File: src/rtl/falafel_mem_bridge_pkg.sv
// Shared types for the falafel memory bridge: request opcodes and bridge FSM states.
package falafel_pkg;
  localparam int FALAFEL_DATA_W = 64;

  typedef enum logic [1:0] {MEM_RD, MEM_WR, MEM_SWAP} mem_op_e;
  typedef enum logic [1:0] {BR_IDLE, BR_ISSUE, BR_RDATA} bridge_state_e;

  // A CAS flag without the write flag is treated as a plain read.
  function automatic mem_op_e decode_op(input logic is_write, input logic is_cas);
    if (!is_write) return MEM_RD;
    return is_cas ? MEM_SWAP : MEM_WR;
  endfunction
endpackage

File: src/rtl/falafel_mem_bridge_if.sv
// Request/response handshake bundle between the allocator memory port and the bridge.
interface falafel_mem_bridge_if
  import falafel_pkg::*;
#(
  parameter int DATA_W = FALAFEL_DATA_W
);
  logic              mem_req_val_i;
  logic              mem_req_rdy_o;
  logic              mem_req_is_write_i;
  logic              mem_req_is_cas_i;
  logic [DATA_W-1:0] mem_req_addr_i;
  logic [DATA_W-1:0] mem_req_data_i;
  logic              mem_rsp_val_o;
  logic              mem_rsp_rdy_i;
  logic [DATA_W-1:0] mem_rsp_data_o;

  modport master (
    output mem_req_val_i, mem_req_is_write_i, mem_req_is_cas_i, mem_req_addr_i,
           mem_req_data_i, mem_rsp_rdy_i,
    input  mem_req_rdy_o, mem_rsp_val_o, mem_rsp_data_o
  );

  modport slave (
    input  mem_req_val_i, mem_req_is_write_i, mem_req_is_cas_i, mem_req_addr_i,
           mem_req_data_i, mem_rsp_rdy_i,
    output mem_req_rdy_o, mem_rsp_val_o, mem_rsp_data_o
  );
endinterface

File: src/rtl/falafel_rsp_fifo.sv
// Small synchronous response FIFO; simultaneous push and pop leave the count unchanged.
module falafel_rsp_fifo #(
  parameter  int DATA_W    = 64,
  parameter  int RSP_DEPTH = 2,
  localparam int CNT_W     = $clog2(RSP_DEPTH + 1),
  localparam int PTR_W     = (RSP_DEPTH > 1) ? $clog2(RSP_DEPTH) : 1
) (
  input  logic              clk_i,
  input  logic              rst_i,
  input  logic              push_i,
  input  logic [DATA_W-1:0] push_data_i,
  input  logic              pop_i,
  output logic              full_o,
  output logic              empty_o,
  output logic [CNT_W-1:0]  count_o,
  output logic [DATA_W-1:0] data_o
);
  logic [DATA_W-1:0] r_mem [RSP_DEPTH];
  logic [PTR_W-1:0]  r_wptr, r_rptr;
  logic [CNT_W-1:0]  r_count;
  logic              w_push, w_pop;

  function automatic logic [PTR_W-1:0] ptr_inc(input logic [PTR_W-1:0] p);
    return (p == PTR_W'(RSP_DEPTH - 1)) ? '0 : p + 1'b1;
  endfunction

  assign full_o  = (r_count == CNT_W'(RSP_DEPTH));
  assign empty_o = (r_count == '0);
  assign count_o = r_count;
  assign w_pop   = pop_i & ~empty_o;
  assign w_push  = push_i & (~full_o | w_pop);
  assign data_o  = empty_o ? '0 : r_mem[r_rptr];

  always_ff @(posedge clk_i or posedge rst_i) begin
    if (rst_i) begin
      r_wptr  <= '0;
      r_rptr  <= '0;
      r_count <= '0;
      for (int i = 0; i < RSP_DEPTH; i++) r_mem[i] <= '0;
    end else begin
      if (w_push) begin
        r_mem[r_wptr] <= push_data_i;
        r_wptr        <= ptr_inc(r_wptr);
      end
      if (w_pop) r_rptr <= ptr_inc(r_rptr);
      case ({w_push, w_pop})
        2'b10:   r_count <= r_count + 1'b1;
        2'b01:   r_count <= r_count - 1'b1;
        default: r_count <= r_count;
      endcase
    end
  end
endmodule

File: src/rtl/falafel_mem_bridge.sv
// Serialises read/write/exchange requests onto a 1-cycle-latency single-port SRAM,
// one request in flight, with responses queued in a small FIFO.
module falafel_mem_bridge
  import falafel_pkg::*;
#(
  parameter  int DATA_W    = FALAFEL_DATA_W,
  parameter  int MEM_DEPTH = 1024,
  parameter  int RSP_DEPTH = 2,
  localparam int AW        = $clog2(MEM_DEPTH),
  localparam int CNT_W     = $clog2(RSP_DEPTH + 1),
  localparam int OFF_W     = $clog2(DATA_W / 8)
) (
  input  logic                 clk_i,
  input  logic                 rst_i,
  falafel_mem_bridge_if.slave  bus,
  output logic                 sram_en_o,
  output logic                 sram_we_o,
  output logic [AW-1:0]        sram_addr_o,
  output logic [DATA_W-1:0]    sram_wdata_o,
  input  logic [DATA_W-1:0]    sram_rdata_i,
  output logic                 err_o
);
  bridge_state_e     r_state, w_nxt;
  mem_op_e           r_op;
  logic [AW-1:0]     r_idx;
  logic              r_bad;
  logic [DATA_W-1:0] r_data;
  logic              r_err;

  logic [DATA_W-1:0] w_idx;
  logic              w_bad, w_rdy, w_accept;
  logic              w_en, w_we, w_push, w_set_err;
  logic [AW-1:0]     w_addr;
  logic [DATA_W-1:0] w_wdata, w_push_data;
  logic              w_full, w_empty;
  logic [CNT_W-1:0]  w_count;

  // Range check uses the full address so high bits cannot alias into the SRAM.
  assign w_idx    = bus.mem_req_addr_i >> OFF_W;
  assign w_bad    = (|bus.mem_req_addr_i[OFF_W-1:0]) | (w_idx >= DATA_W'(MEM_DEPTH));
  assign w_rdy    = ~rst_i & (r_state == BR_IDLE) & (w_count < CNT_W'(RSP_DEPTH));
  assign w_accept = bus.mem_req_val_i & w_rdy;

  assign bus.mem_req_rdy_o = w_rdy;
  assign bus.mem_rsp_val_o = ~w_empty;
  assign sram_en_o    = w_en;
  assign sram_we_o    = w_we;
  assign sram_addr_o  = w_addr;
  assign sram_wdata_o = w_wdata;
  assign err_o        = r_err;

  always_ff @(posedge clk_i or posedge rst_i) begin
    if (rst_i) begin
      r_state <= BR_IDLE;
      r_op    <= MEM_RD;
      r_idx   <= '0;
      r_bad   <= 1'b0;
      r_data  <= '0;
      r_err   <= 1'b0;
    end else begin
      r_state <= w_nxt;
      if (w_accept) begin
        r_op   <= decode_op(bus.mem_req_is_write_i, bus.mem_req_is_cas_i);
        r_idx  <= w_idx[AW-1:0];
        r_bad  <= w_bad;
        r_data <= bus.mem_req_data_i;
      end
      if (w_set_err) r_err <= 1'b1;
    end
  end

  always_comb begin
    w_nxt       = r_state;
    w_en        = 1'b0;
    w_we        = 1'b0;
    w_addr      = '0;
    w_wdata     = '0;
    w_push      = 1'b0;
    w_push_data = '0;
    w_set_err   = 1'b0;
    case (r_state)
      BR_IDLE: if (w_accept) w_nxt = BR_ISSUE;
      BR_ISSUE: begin
        if (r_bad) begin
          w_push      = 1'b1;
          w_push_data = '1;
          w_set_err   = 1'b1;
          w_nxt       = BR_IDLE;
        end else if (r_op == MEM_WR) begin
          w_en        = 1'b1;
          w_we        = 1'b1;
          w_addr      = r_idx;
          w_wdata     = r_data;
          w_push      = 1'b1;
          w_push_data = r_data;
          w_nxt       = BR_IDLE;
        end else begin
          w_en   = 1'b1;
          w_addr = r_idx;
          w_nxt  = BR_RDATA;
        end
      end
      BR_RDATA: begin
        // Old word goes back to the requester; SWAP overwrites it in the same cycle.
        w_push      = 1'b1;
        w_push_data = sram_rdata_i;
        w_nxt       = BR_IDLE;
        if (r_op == MEM_SWAP) begin
          w_en    = 1'b1;
          w_we    = 1'b1;
          w_addr  = r_idx;
          w_wdata = r_data;
        end
      end
      default: w_nxt = BR_IDLE;
    endcase
  end

  always_ff @(posedge clk_i) begin
    if (!rst_i && w_push) assert (!w_full || bus.mem_rsp_rdy_i);
  end

  falafel_rsp_fifo #(.DATA_W(DATA_W), .RSP_DEPTH(RSP_DEPTH)) u_rsp_fifo (
    .clk_i       (clk_i),
    .rst_i       (rst_i),
    .push_i      (w_push),
    .push_data_i (w_push_data),
    .pop_i       (bus.mem_rsp_rdy_i),
    .full_o      (w_full),
    .empty_o     (w_empty),
    .count_o     (w_count),
    .data_o      (bus.mem_rsp_data_o)
  );
endmodule

File: src/flat_wrapper.sv
// flat-port wrapper written by rule: the top's interface ports become plain ports
module falafel_mem_bridge_flat import falafel_pkg::*;
#(
  parameter  int DATA_W    = FALAFEL_DATA_W,
  parameter  int MEM_DEPTH = 1024,
  parameter  int RSP_DEPTH = 2,
  localparam int AW        = $clog2(MEM_DEPTH),
  localparam int CNT_W     = $clog2(RSP_DEPTH + 1),
  localparam int OFF_W     = $clog2(DATA_W / 8)
)
  (clk_i, rst_i, sram_en_o, sram_we_o, sram_addr_o, sram_wdata_o, sram_rdata_i, err_o, bus_mem_req_val_i, bus_mem_req_is_write_i, bus_mem_req_is_cas_i, bus_mem_req_addr_i, bus_mem_req_data_i, bus_mem_rsp_rdy_i, bus_mem_req_rdy_o, bus_mem_rsp_val_o, bus_mem_rsp_data_o);
  falafel_mem_bridge_if #(.DATA_W(DATA_W)) bus_i ();
  input  logic clk_i;
  input  logic rst_i;
  output logic sram_en_o;
  output logic sram_we_o;
  output logic [AW-1:0] sram_addr_o;
  output logic [DATA_W-1:0] sram_wdata_o;
  input  logic [DATA_W-1:0] sram_rdata_i;
  output logic err_o;
  input wire logic [$bits(bus_i.mem_req_val_i)-1:0] bus_mem_req_val_i;
  input wire logic [$bits(bus_i.mem_req_is_write_i)-1:0] bus_mem_req_is_write_i;
  input wire logic [$bits(bus_i.mem_req_is_cas_i)-1:0] bus_mem_req_is_cas_i;
  input wire logic [$bits(bus_i.mem_req_addr_i)-1:0] bus_mem_req_addr_i;
  input wire logic [$bits(bus_i.mem_req_data_i)-1:0] bus_mem_req_data_i;
  input wire logic [$bits(bus_i.mem_rsp_rdy_i)-1:0] bus_mem_rsp_rdy_i;
  output wire logic [$bits(bus_i.mem_req_rdy_o)-1:0] bus_mem_req_rdy_o;
  output wire logic [$bits(bus_i.mem_rsp_val_o)-1:0] bus_mem_rsp_val_o;
  output wire logic [$bits(bus_i.mem_rsp_data_o)-1:0] bus_mem_rsp_data_o;
  assign bus_i.mem_req_val_i = bus_mem_req_val_i;
  assign bus_i.mem_req_is_write_i = bus_mem_req_is_write_i;
  assign bus_i.mem_req_is_cas_i = bus_mem_req_is_cas_i;
  assign bus_i.mem_req_addr_i = bus_mem_req_addr_i;
  assign bus_i.mem_req_data_i = bus_mem_req_data_i;
  assign bus_i.mem_rsp_rdy_i = bus_mem_rsp_rdy_i;
  assign bus_mem_req_rdy_o = bus_i.mem_req_rdy_o;
  assign bus_mem_rsp_val_o = bus_i.mem_rsp_val_o;
  assign bus_mem_rsp_data_o = bus_i.mem_rsp_data_o;
  falafel_mem_bridge #(.DATA_W(DATA_W), .MEM_DEPTH(MEM_DEPTH), .RSP_DEPTH(RSP_DEPTH)) u_core (.clk_i(clk_i), .rst_i(rst_i), .bus(bus_i), .sram_en_o(sram_en_o), .sram_we_o(sram_we_o), .sram_addr_o(sram_addr_o), .sram_wdata_o(sram_wdata_o), .sram_rdata_i(sram_rdata_i), .err_o(err_o));
endmodule
File: config.mk
export PLATFORM = sky130hd
export DESIGN_NAME = falafel_mem_bridge_flat
export DESIGN_NICKNAME = d
export VERILOG_FILES = /design/src/rtl/falafel_mem_bridge_pkg.sv /design/src/rtl/falafel_mem_bridge_if.sv /design/src/rtl/falafel_rsp_fifo.sv /design/src/rtl/falafel_mem_bridge.sv /design/src/flat_wrapper.sv
export SDC_FILE = /design/constraint.sdc
export NUM_CORES = 1
export LEC_CHECK = 0
export CORE_UTILIZATION = 58
export CTS_CLUSTER_DIAMETER = 120
export CTS_CLUSTER_SIZE = 24
export DETAILED_ROUTE_END_ITERATION = 16
export DONT_BUFFER_PORTS = 1
export GPL_ROUTABILITY_DRIVEN = 0
export GPL_TIMING_DRIVEN = 0
export PLACE_DENSITY = 0.76
export SLEW_MARGIN = 20
export SYNTH_ARGS = -nofsm -noshare
export SYNTH_HDL_FRONTEND = slang
export SYNTH_SLANG_ARGS = --single-unit
File: constraint.sdc
create_clock -name clk_i -period 7.1 [get_ports clk_i]
set_input_delay 1.065 -clock clk_i [delete_from_list [all_inputs] [get_ports clk_i]]
set_output_delay 1.065 -clock clk_i [all_outputs]
set_load 0.05 [all_outputs]
# Word level (Yosys, flattened, before mapping)
# Cells that the tools add are included.
classes:
  n_bitwise: 12
  reduce_logical: 5
  n_shift: 0
  n_lt_le_gt_ge: 5
  div: 0
  multipliers: 0
  addsub: 4
  n_mux: 38
  n_eq_ne: 8
ops:
  columns: ["cell", "n"]
  rows:
  - ["64-bit two-way mux", 9]
  - ["64-bit case mux with 2 select lines", 2]
  - ["128-bit bitwise mux", 1]
  - ["64-bit demux with 1-bit select", 1]
  - ["61-bit by 11-bit greater-or-equal comparator with 1-bit output, second input constant", 1]
  - ["10-bit two-way mux", 2]
  - ["10-bit case mux with 2 select lines", 1]
  - ["2-bit two-way mux", 6]
  - ["1-bit two-way mux", 11]
  - ["2-bit == test, second input constant", 4]
  - ["2-bit case mux with 2 select lines", 2]
  - ["2-bit by 1-bit == test with 1-bit output, second input constant", 3]
  - ["1-bit case mux with 2 select lines", 3]
  - ["1-bit bitwise AND", 5]
  - ["2-bit greater-or-equal comparator, second input constant", 2]
  - ["2-bit zero test", 2]
  - ["1-bit NOT with 2-bit output", 2]
  - ["1-bit NOT", 3]
  - ["3-bit OR reduction", 1]
  - ["1-bit adder, second input constant", 2]
  - ["2-bit by 1-bit adder with 2-bit output, second input constant", 1]
  - ["2-bit by 1-bit less-than comparator with 1-bit output, second input constant", 1]
  - ["2-bit less-than comparator, second input constant", 1]
  - ["2-bit by 1-bit inequality test with 1-bit output, second input constant", 1]
  - ["other kinds (4)", 5]
totals:
  n_memories: 0
  latchBits: 0
  romBits: 0
  input_bits: 198
  register_bits: 212
  word_cells: 83
  output_inout_bits: 143
  ram_bits: 0

# Depth between registers and ports, before layout
# Gate-level depths: netlist of the first run.
logic_depth:
  ltp_word: 7
  ltp_mapped: 8
  mapped_depth_nobuf: 8

# By module
# Synthesis of the first run repeated with hierarchy kept, for this count alone.
hier_totals:
  cells_unflattened: 1071
  area_unflattened_um2: 11096.9
modules_own_cells:
  columns: ["module", "n_inst", "seq_area_each_um2", "cells_each", "area_per_inst_um2"]
  rows:
  - ["falafel_rsp_fifo", 1, 3303.2, 439, 6233.5]
  - ["falafel_mem_bridge", 1, 2001.9, 632, 4863.4]

# Least setup slack after synthesis of the first run
# Ideal clock, no wire load.
synth_timing:
  path_kind: "input to output"
  startpoint: "input port rst_i"
  endpoint: "output port bus_mem_req_rdy_o"
  path_slack_ps: 3743
  required_time_ps: 6035
  t_arrival_ps: 2292
  n_path_buf: 0
  cell_stages: 1
  path_cell_list: "nor3b_1"
synth_between:
  elab_chain_cells: 3
synth_lines:
  columns: ["item", "line_no", "source"]
  rows:
  - ["start: declaration", "flat_wrapper.sv:14", "input logic rst_i;"]
  - ["1-bit NOT", "falafel_mem_bridge.sv:41", "assign w_rdy = ~rst_i & (r_state == BR_IDLE) & (w_count < CNT_W'(RSP_DEPTH));"]
  - ["1-bit bitwise AND (2 in a row)", "falafel_mem_bridge.sv:41", null]
  - ["end: declaration", "flat_wrapper.sv:27", "output wire logic [$bits(bus_i.mem_req_rdy_o)-1:0] bus_mem_req_rdy_o;"]
# Every way passes these cells.

# Final worst setup path of the first run
layout_timing:
  startpoint: "register u_core.r_state[0]"
  endpoint: "output port sram_wdata_o[63]"
layout_between:
  elab_chain_cells: 2
  word_cells_on_any_way: 3
layout_lines:
  columns: ["item", "line_no", "source"]
  rows:
  - ["start: declaration", "falafel_mem_bridge.sv:23", "bridge_state_e r_state, w_nxt;"]
  - ["start signal: assignment", "falafel_mem_bridge.sv:61", "r_state <= w_nxt;"]
  - ["2-bit == test or 2-bit by 1-bit == test with 1-bit output (tied branches)", "falafel_mem_bridge.sv:81", "case (r_state)"]
  - ["64-bit case mux with 2 select lines (*)", "falafel_mem_bridge.sv:81", null]
  - ["end: declaration", "flat_wrapper.sv:18", "output logic [DATA_W-1:0] sram_wdata_o;"]
# Every way passes the cells marked *; elsewhere a longest branch is shown, timed or not.

==> results_tabular.tex, run 1 <==
\begin{tabular}{lr}
\hline
Metric & Value \\
\hline
\multicolumn{2}{l}{\textbf{Status}} \\
Result of the run & complete, no violations \\
\multicolumn{2}{l}{\textbf{Clocking}} \\
Reg clk slew, reported paths & approximately 0.09 ns \\
Clock latency at the later pin of the worst-skew pair & between 0.4 and 0.5 ns \\
Number of buffers added for setup after CTS & 0 \\
Quantity of gates resized following cts & 0 \\
Max Buffers Root-to-Sink & 3 \\
Post-CTS Hold Buffers & 0 \\
Clock tree from TritonCTS & yes \\
Sinks on the clock net & 212 \\
H-tree depth & 1 \\
Root buffer cell & sky130\_fd\_sc\_hd\_\_clkbuf\_16 \\
Number of CTS-inserted buffers & 12 \\
\multicolumn{2}{l}{\textbf{Final layout}} \\
Proportion of layout cells with a drive suffix above 1 & between 10\% and 20\% \\
Final Instance Count excl. Fillers & 1454 \\
Number of fill cells & 1635 \\
Number of nets in the final layout & between 1000 and 1500 \\
Layout-stage area growth over the synthesis result & 6.91\% \\
\multicolumn{2}{l}{\textbf{Critical path}} \\
Endpoint class of the critical path & output pin \\
Worst reg-to-reg setup slack & between 4 and 5 ns \\
Arrival time worst endpoint & 3.15 ns \\
Startpoint type of the worst setup path & flop \\
Critical path class & flop to output pin \\
Critical path peak fanout & 10 \\
Crit path required time & about 6 ns \\
\multicolumn{2}{l}{\textbf{STA}} \\
Slew HR & around a quarter \\
Final number of hold-violating endpoints & 0 \\
Setup Viol. Count Final & 0 \\
Final count of pins violating max slew & 0 \\
Hold\_ws & approximately 0.33 ns \\
Least-Margin Pin Slew & between 1 and 1.5 ns \\
Post-route setup TNS & 0 ns \\
Worst-case clock skew & 0.0184 ns \\
Unrepaired setup endpoints after global routing & false \\
Clock period minus final worst setup slack & approximately 4.2 ns \\
Fin crit share & roughly three fifths \\
Max Freq & approximately 240 MHz \\
\multicolumn{2}{l}{\textbf{Detailed routing}} \\
Sum of routed wire length over all layers & 31500 um \\
Pre-Repair DR Iteration Count & 7 \\
Wire length per cell after detailed routing & 21.7 um \\
DRC violations left & 0 \\
Number of DRC markers in iteration 0 & $\sim$530 \\
Total number of vias & a little over 8000 \\
Routed vias/inst & between 5 and 6 \\
Post-route antenna net violation count & 0 \\
\multicolumn{2}{l}{\textbf{Synth}} \\
Post-Synthesis Cells & around 1200 \\
Post-Syn Nets & around 1400 \\
Number of synthesized register bits & $\sim$210 \\
Yosys warning count & 0 \\
Proportion of synthesized chip area in sequential cells & 47.0\% \\
Post-Syn Area per Cell & 9.66 sq um \\
Post-Synthesis Cell Area & roughly 11000 sq um \\
Post-synth cell types & 37 \\
\multicolumn{2}{l}{\textbf{Power and ir drop}} \\
Net switching fraction of the power & 48.2\% \\
Leak & 0.00570 uW \\
Sequential group share of total power & between 30\% and 40\% \\
Power density normalized to cell area & between 400 and 500 nW/um\^{}2 \\
Sw power & $\sim$2700 uW \\
Max VDD drop & roughly 0.28 mV \\
Internal Dissipation & $\sim$2900 uW \\
Clock group share of total power & about an eighth \\
Part of the power in combinational logic & roughly half \\
Overall power of the completed layout & between 5000 and 6000 uW \\
\multicolumn{2}{l}{\textbf{Placed design}} \\
Detailed Place HPWL & 23300 um \\
Port-buffer cells & 0 \\
Cell total after placement & roughly 1400 \\
\multicolumn{2}{l}{\textbf{Global route}} \\
Number of antenna violations at the first check in global routing & 8 \\
Total Routing Usage GR & a little under a third \\
Number of global-route vias before repair & roughly 8300 \\
Maximum number of pins on one net before global-route repair & 108 \\
Wire length of the first global-routing pass & $\sim$47000 um \\
Residual overflow from global routing & 0 \\
\multicolumn{2}{l}{\textbf{Die}} \\
Die H & $\sim$140 um \\
Die Footprint & 20000 sq um \\
Initial standard-cell utilization of the core & a little under 60\% \\
Die Wd & roughly 140 um \\
Cell row count & 50 \\
Placeable core region & roughly 19000 sq um \\
Top-level I/O count & approximately 340 \\
\multicolumn{2}{l}{\textbf{Worst hold path}} \\
Worst hold path class & primary input to async pin \\
\multicolumn{2}{l}{\textbf{Flow run}} \\
Max-Cap Viols & 0 \\
\hline
\end{tabular}
[metrics by stage]
step	instance area, sq um	setup WS (ns)	util (%)
detailed placement	11700	3.39	61.8
CTS	12000	2.86	63.7
finish	12100	2.88	63.8
floorplan	11300	0.241	-
global route	12100	2.73	63.8
global placement	11600	-2.04	61.4
[cells in the mapped netlist, drive strengths merged]
| cell type | number | area share (%) |
|---|---|---|
| nand2 | 290 | 9.7 |
| o21ai | 4 | 0.21 |
| nor3b | 1 | 0.067 |
| nor4 | 13 | 0.72 |
| a31oi | 1 | 0.056 |
| a21oi | 2 | 0.16 |
| xor2 | 2 | 0.16 |
| or4 | 1 | 0.067 |
| a211oi | 1 | 0.067 |
| xnor2 | 3 | 0.23 |
| inv | 135 | 4.5 |
| or2 | 1 | 0.056 |
| a221o | 64 | 6.3 |
| nand4 | 3 | 0.17 |
| a21boi | 1 | 0.067 |
| ha | 4 | 0.44 |
| nor2 | 68 | 2.3 |
| or3b | 1 | 0.10 |
| and2 | 78 | 4.3 |
| a21o | 1 | 0.067 |
| nand3b | 3 | 0.20 |
| dfrtp | 212 | 47 |
| and3b | 1 | 0.078 |
| buf | 55 | 4.2 |
| clkbuf | 26 | 1.5 |
| mux2i | 192 | 17 |
| and2b | 1 | 0.078 |
| a31o | 1 | 0.078 |
| nand3 | 2 | 0.089 |
| nand2b | 1 | 0.056 |
[cells in the final DEF, fill, tap and decap left out, types with 2 or more instances in the layout]
cell                          n
sky130_fd_sc_hd__diode_2      8
sky130_fd_sc_hd__nor4_1      13
sky130_fd_sc_hd__xnor2_1      3
sky130_fd_sc_hd__buf_12      14
sky130_fd_sc_hd__buf_4        2
sky130_fd_sc_hd__clkbuf_1    15
sky130_fd_sc_hd__and2_1      78
sky130_fd_sc_hd__a221o_2     57
sky130_fd_sc_hd__inv_1      134
sky130_fd_sc_hd__clkbuf_2     5
sky130_fd_sc_hd__nand2_1    290
sky130_fd_sc_hd__dfrtp_1    212
sky130_fd_sc_hd__mux2i_1    192
sky130_fd_sc_hd__a21oi_2      2
sky130_fd_sc_hd__nand3b_1     3
sky130_fd_sc_hd__nand4_1      3
sky130_fd_sc_hd__buf_1       12
sky130_fd_sc_hd__buf_16       2
sky130_fd_sc_hd__nand3_1      2
sky130_fd_sc_hd__clkbuf_16   13
sky130_fd_sc_hd__a221o_1      7
sky130_fd_sc_hd__clkbuf_8     6
sky130_fd_sc_hd__buf_2       29
sky130_fd_sc_hd__nor2_1      68
sky130_fd_sc_hd__xor2_1       2
sky130_fd_sc_hd__ha_1         4
sky130_fd_sc_hd__o21ai_0      3
[flip-flops by register name (all words and copies together), names as in the netlist]
| register | cells |
|---|---|
| u_core.u_rsp_fifo.r_wptr | 1 |
| u_core.err_o | 1 |
| u_core.u_rsp_fifo.r_mem | 128 |
| u_core.r_state | 2 |
| u_core.u_rsp_fifo.r_rptr | 1 |
| u_core.u_rsp_fifo.count_o | 2 |
| u_core.r_data | 64 |
| u_core.r_bad | 1 |
| u_core.r_op | 2 |
| u_core.r_idx | 10 |
[final cells by class]
type	instances	area, sq um	area share (%)
clock inverter	1	30.0	0.249
clock buffer	13	325	2.70
antenna	8	20.0	0.166
timing repair buffer	4	66.3	0.550
sequential	212	5310	44.0
tap	260	325	2.70
multi-input combinational	740	4830	40.1
buffer	81	638	5.29
inverter	135	514	4.27
[cell families after synthesis]
group / synth area share, %
DFF: 47.0
muxes: 17.0
xor gates and xnor gates: 0.388
and+or+nand+nor: 17.9
adders and majority gates: 0.444
AOI/OAI and AO/OA: 7.01
buffers and inverters: 10.2
[per-layer routing]
| metal | part of all wire [%] | GRT usage (%) |
|---|---|---|
| met4 | 5.6 | 17.9 |
| met3 | 4.9 | 4.25 |
| met1 | 40 | 37.7 |
| met2 | 50 | 54.1 |
| met5 | 0 | 0 |
[power groups by stage]
stage | clock network, uW | logic [uW] | registers [uW]
after global routing | 802 | 3030 | 2130
final | 754 | 2830 | 2070
after CTS | 771 | 2840 | 2060
after detailed placement | 0 | 2830 | 2080
after global placement | 0 | 2770 | 2060
after floorplan | 0 | 2380 | 1980
[worst max-delay path: stages (launching register included)]
cell	delay [ns]
sky130_fd_sc_hd__dfrtp_1	0.39
sky130_fd_sc_hd__inv_1	0.08
sky130_fd_sc_hd__ha_1	0.39
sky130_fd_sc_hd__a21boi_1	0.25
sky130_fd_sc_hd__and2_1	0.22
sky130_fd_sc_hd__clkbuf_1	0.75
sky130_fd_sc_hd__and2_1	0.61
[path summary, 6_finish.rpt]
kind,start,end,depth (start not counted)
max,u_core.r_state[0]$_DFFE_PP0P_,sram_wdata_o[63],6
min,rst_i,u_core.r_idx[4]$_DFFE_PP0P_,1
max reg2reg,u_core.r_state[0]$_DFFE_PP0P_,u_core.r_data[53]$_DFFE_PP0P_,10
min reg2reg,u_core.r_idx[1]$_DFFE_PP0P_,u_core.r_idx[1]$_DFFE_PP0P_,2
max in group asynchronous,rst_i,u_core.u_rsp_fifo.r_mem[22]$_DFFE_PP0P_,3
min in group clk_i,u_core.r_idx[1]$_DFFE_PP0P_,u_core.r_idx[1]$_DFFE_PP0P_,2
(Power assumes the default switching activity.)
==> run 2, diff against run 1 <==
==> constraint.sdc (replaced) <==
create_clock -name clk_i -period 3.6 [get_ports clk_i]
set_input_delay 0.54 -clock clk_i [delete_from_list [all_inputs] [get_ports clk_i]]
set_output_delay 0.54 -clock clk_i [all_outputs]
set_load 0.05 [all_outputs]
==> results_tabular.tex, run 2 (same netlist as run 1, synthesis figures left out) <==
\begin{tabular}{lr}
\hline
Metric & Value \\
\hline
\multicolumn{2}{l}{\textbf{Power and ir drop}} \\
Sequential group share of total power & 36.5\% (about the same) \\
Clock group share of total power & 13.5\% (+0.2 points) \\
Part of the power in combinational logic & 50.0\% (about the same) \\
Sw power & 5370 uW (+97\%) \\
Overall power of the completed layout & 11200 uW (+97\%) \\
Net switching fraction of the power & 48.1\% (-0.078 points) \\
Max VDD drop & 0.385 mV (+39\%) \\
Internal Dissipation & 5780 uW (+98\%) \\
Power density normalized to cell area & 917 nW/um\^{}2 (+96\%) \\
Leak & 0.00576 uW (+1.1\%) \\
\multicolumn{2}{l}{\textbf{Placed design}} \\
Detailed Place HPWL & 21700 um (-7.0\%) \\
Post-DP Area & 11800 sq um (+0.76\%) \\
Pre-CTS worst setup slack & 0.359 ns (-3.03 ns) \\
Port-buffer cells & 0 (unchanged) \\
\multicolumn{2}{l}{\textbf{Critical path}} \\
Arrival time worst endpoint & 2.89 ns (-0.26 ns) \\
Library cell contributing the largest single delay on the critical path & sky130\_fd\_sc\_hd\_\_clkbuf\_1 \\
Delay of the slowest critical-path stage & 0.76 ns (about the same) \\
Endpoint class of the critical path & output pin \\
Critical path buffers and inverters & 2 (unchanged) \\
Startpoint type of the worst setup path & flop \\
Critical path peak fanout & 10 (unchanged) \\
Critical path class & flop to output pin \\
Crit path required time & 3.06 ns (-2.97 ns) \\
Cell class contributing the biggest share of worst-path delay & buffers and inverters \\
Worst reg-to-reg setup slack & 1.34 ns (-3.32 ns) \\
Crit-path cells & inv\_1 > ha\_1 > a21boi\_1 > clkbuf\_1 > and2\_1 \\
\multicolumn{2}{l}{\textbf{Worst hold path}} \\
Worst hold path class & primary input to flop \\
\multicolumn{2}{l}{\textbf{Die}} \\
Initial standard-cell utilization of the core & 59.7\% (unchanged) \\
Placeable core region & 18900 sq um (unchanged) \\
Cell row count & 50 (unchanged) \\
Die H & 141 um (unchanged) \\
Top-level I/O count & 341 (unchanged) \\
Die Wd & 141 um (unchanged) \\
Die Footprint & 20000 sq um (unchanged) \\
\multicolumn{2}{l}{\textbf{STA}} \\
Fin crit share & 95.2\% \\
Post-route setup TNS & 0 ns (unchanged) \\
Slew HR & 18.4\% (-5.5 points) \\
Final count of pins violating max slew & 0 (unchanged) \\
Max Freq & around 300 MHz \\
Worst Slack Setup Final & 0.172 ns (-2.71 ns) \\
Final number of hold-violating endpoints & 0 (unchanged) \\
Setup Viol. Count Final & 0 (unchanged) \\
Unrepaired setup endpoints after global routing & false \\
Least-Margin Pin Slew & 1.22 ns (+0.0819 ns) \\
Worst-case clock skew & 0.0144 ns (-0.00394 ns) \\
Clock period minus final worst setup slack & roughly 3.4 ns \\
\multicolumn{2}{l}{\textbf{Detailed routing}} \\
Pre-Repair DR Iteration Count & 5 (-2) \\
Number of DRC markers in iteration 0 & 469 (-11\%) \\
DRC violations left & 0 (unchanged) \\
Post-route antenna net violation count & 0 (unchanged) \\
Routed vias/inst & 5.58 (-0.79\%) \\
Wire length per cell after detailed routing & 20.0 um (-7.9\%) \\
Sum of routed wire length over all layers & 29000 um (-8.0\%) \\
Total number of vias & 8107 (-0.93\%) \\
\multicolumn{2}{l}{\textbf{Clocking}} \\
Reg clk slew, reported paths & 0.10 ns (about the same) \\
Number of buffers added for setup after CTS & 0 (unchanged) \\
Sinks on the clock net & 212 (unchanged) \\
H-tree depth & 1 (unchanged) \\
Clock latency at the later pin of the worst-skew pair & 0.47 ns (about the same) \\
Clock tree from TritonCTS & yes \\
Number of CTS-inserted buffers & 12 (unchanged) \\
Root buffer cell & sky130\_fd\_sc\_hd\_\_clkbuf\_16 \\
Max Buffers Root-to-Sink & 3 (unchanged) \\
\multicolumn{2}{l}{\textbf{Final layout}} \\
Inserted Diodes & 0 (-8) \\
Area of the multi-input gates & 4860 sq um (+0.49\%) \\
Number of nets in the final layout & 1394 (+0.43\%) \\
Commonest non-fill, non-tap cells in the layout & sky130\_fd\_sc\_hd\_\_nand2\_1 (290), sky130\_fd\_sc\_hd\_\_dfrtp\_1 (212), sky130\_fd\_sc\_hd\_\_mux2i\_1 (192), sky130\_fd\_sc\_hd\_\_inv\_1 (134), sky130\_fd\_sc\_hd\_\_nor2\_1 (68) \\
Proportion of layout cells with a drive suffix above 1 & 13.7\% (+2.0 points) \\
Layout-stage area growth over the synthesis result & 7.83\% \\
Largest regs & u\_core.u\_rsp\_fifo.r\_mem (128), u\_core.r\_data (64), u\_core.r\_idx (10) \\
Number of fill cells & 1580 (-3.4\%) \\
Most common cell after layout, fill and taps aside & sky130\_fd\_sc\_hd\_\_nand2\_1 \\
Final core utilization & 64.4\% (+0.55 points) \\
Largest reg by FF count & u\_core.u\_rsp\_fifo.r\_mem \\
Largest register FFs & 128 (unchanged) \\
Final instance area & 12200 sq um (+0.86\%) \\
Reg area & 5310 sq um (unchanged) \\
\multicolumn{2}{l}{\textbf{Global route}} \\
Wire length of the first global-routing pass & 44100 um (-5.9\%) \\
Residual overflow from global routing & 0 (unchanged) \\
Maximum number of pins on one net before global-route repair & 35 (-68\%) \\
Total Routing Usage GR & 28.8\% (-2.5 points) \\
Number of antenna violations at the first check in global routing & 0 (-8) \\
Number of global-route vias before repair & 8143 (-1.8\%) \\
\multicolumn{2}{l}{\textbf{Flow run}} \\
Max-Cap Viols & 0 (unchanged) \\
\multicolumn{2}{l}{\textbf{Status}} \\
Result of the run & complete, no violations \\
\hline
\end{tabular}
## run 2: layout make-up
type | count | area share [%]
Inverter | 135 | 4.20
Multi-Input combinational cell | 740 | 39.9
Clock buffer | 13 | 2.68
Clock inverter | 1 | 0.247
Timing Repair Buffer | 10 | 1.39
Sequential cell | 212 | 43.6
Buffer | 81 | 5.26
Tap cell | 260 | 2.68
## run 2: worst paths after layout
path                                               startpoint                                 endpoint  cells after the start
worst max-delay path            u_core.r_state[1]$_DFFE_PP0P_                           sram_addr_o[5]                      5
worst min-delay path                   bus_mem_req_data_i[42]            u_core.r_data[42]$_DFFE_PP0P_                      2
worst max register to register  u_core.r_state[1]$_DFFE_PP0P_            u_core.r_data[29]$_DFFE_PP0P_                      8
worst min register to register    u_core.r_idx[9]$_DFFE_PP0P_              u_core.r_idx[9]$_DFFE_PP0P_                      2
max in group asynchronous                               rst_i  u_core.u_rsp_fifo.r_mem[85]$_DFFE_PP0P_                      6
min in group asynchronous                               rst_i              u_core.r_idx[0]$_DFFE_PP0P_                      2
## run 2: power by group through the flow
| stage | Combinational (uW) | Clock, uW | Sequential [uW] |
|---|---|---|---|
| 2_1_floorplan | 4700 | 0 | 3900 |
| 3_3_place_gp | 5450 | 0 | 4060 |
| 3_5_place_dp | 5570 | 0 | 4100 |
| 4_1_cts | 5600 | 1520 | 4060 |
| 5_1_grt | 5990 | 1580 | 4190 |
| 6_report | 5580 | 1500 | 4070 |
## run 2: worst register-to-register path, cell delays in order, from the launching register on
cell	delay (ns)
sky130_fd_sc_hd__dfrtp_1	0.39
sky130_fd_sc_hd__inv_1	0.08
sky130_fd_sc_hd__ha_1	0.23
sky130_fd_sc_hd__nor3b_2	0.17
sky130_fd_sc_hd__nand2_1	0.24
sky130_fd_sc_hd__clkbuf_1	0.56
sky130_fd_sc_hd__buf_2	0.37
sky130_fd_sc_hd__nand2_1	0.09
sky130_fd_sc_hd__nand2_1	0.07
## run 2: repair_timing
action / 4_1_cts / 5_1_grt
setup endpoints to repair: 9 / 19
cloned: 0 / 0
pin swaps: 0 / 0
resized for setup: 1 / 19
hold buffers: 1 / 0
hold endpoints to repair: 25 / 0
## run 2: per-layer routing
layer	global-route usage (%)	share of wire, %	up-vias	wire length [um]
met3	5.57	8.0	43	2310
met2	48.7	48	326	14000
met4	8.26	2.7	0	792
met5	0	0	-	0
met1	37.8	41	3919	11900
li1	-	-	3819	-
## run 2: through the flow
step | hold WS [ns] | instances
after global placement | 0.451 | 1428
after detailed placement | 0.457 | 1437
after floorplan | 0.437 | 1168
after CTS | 0.149 | 1452
after global routing | 0.157 | 1452
final | 0.163 | 1452
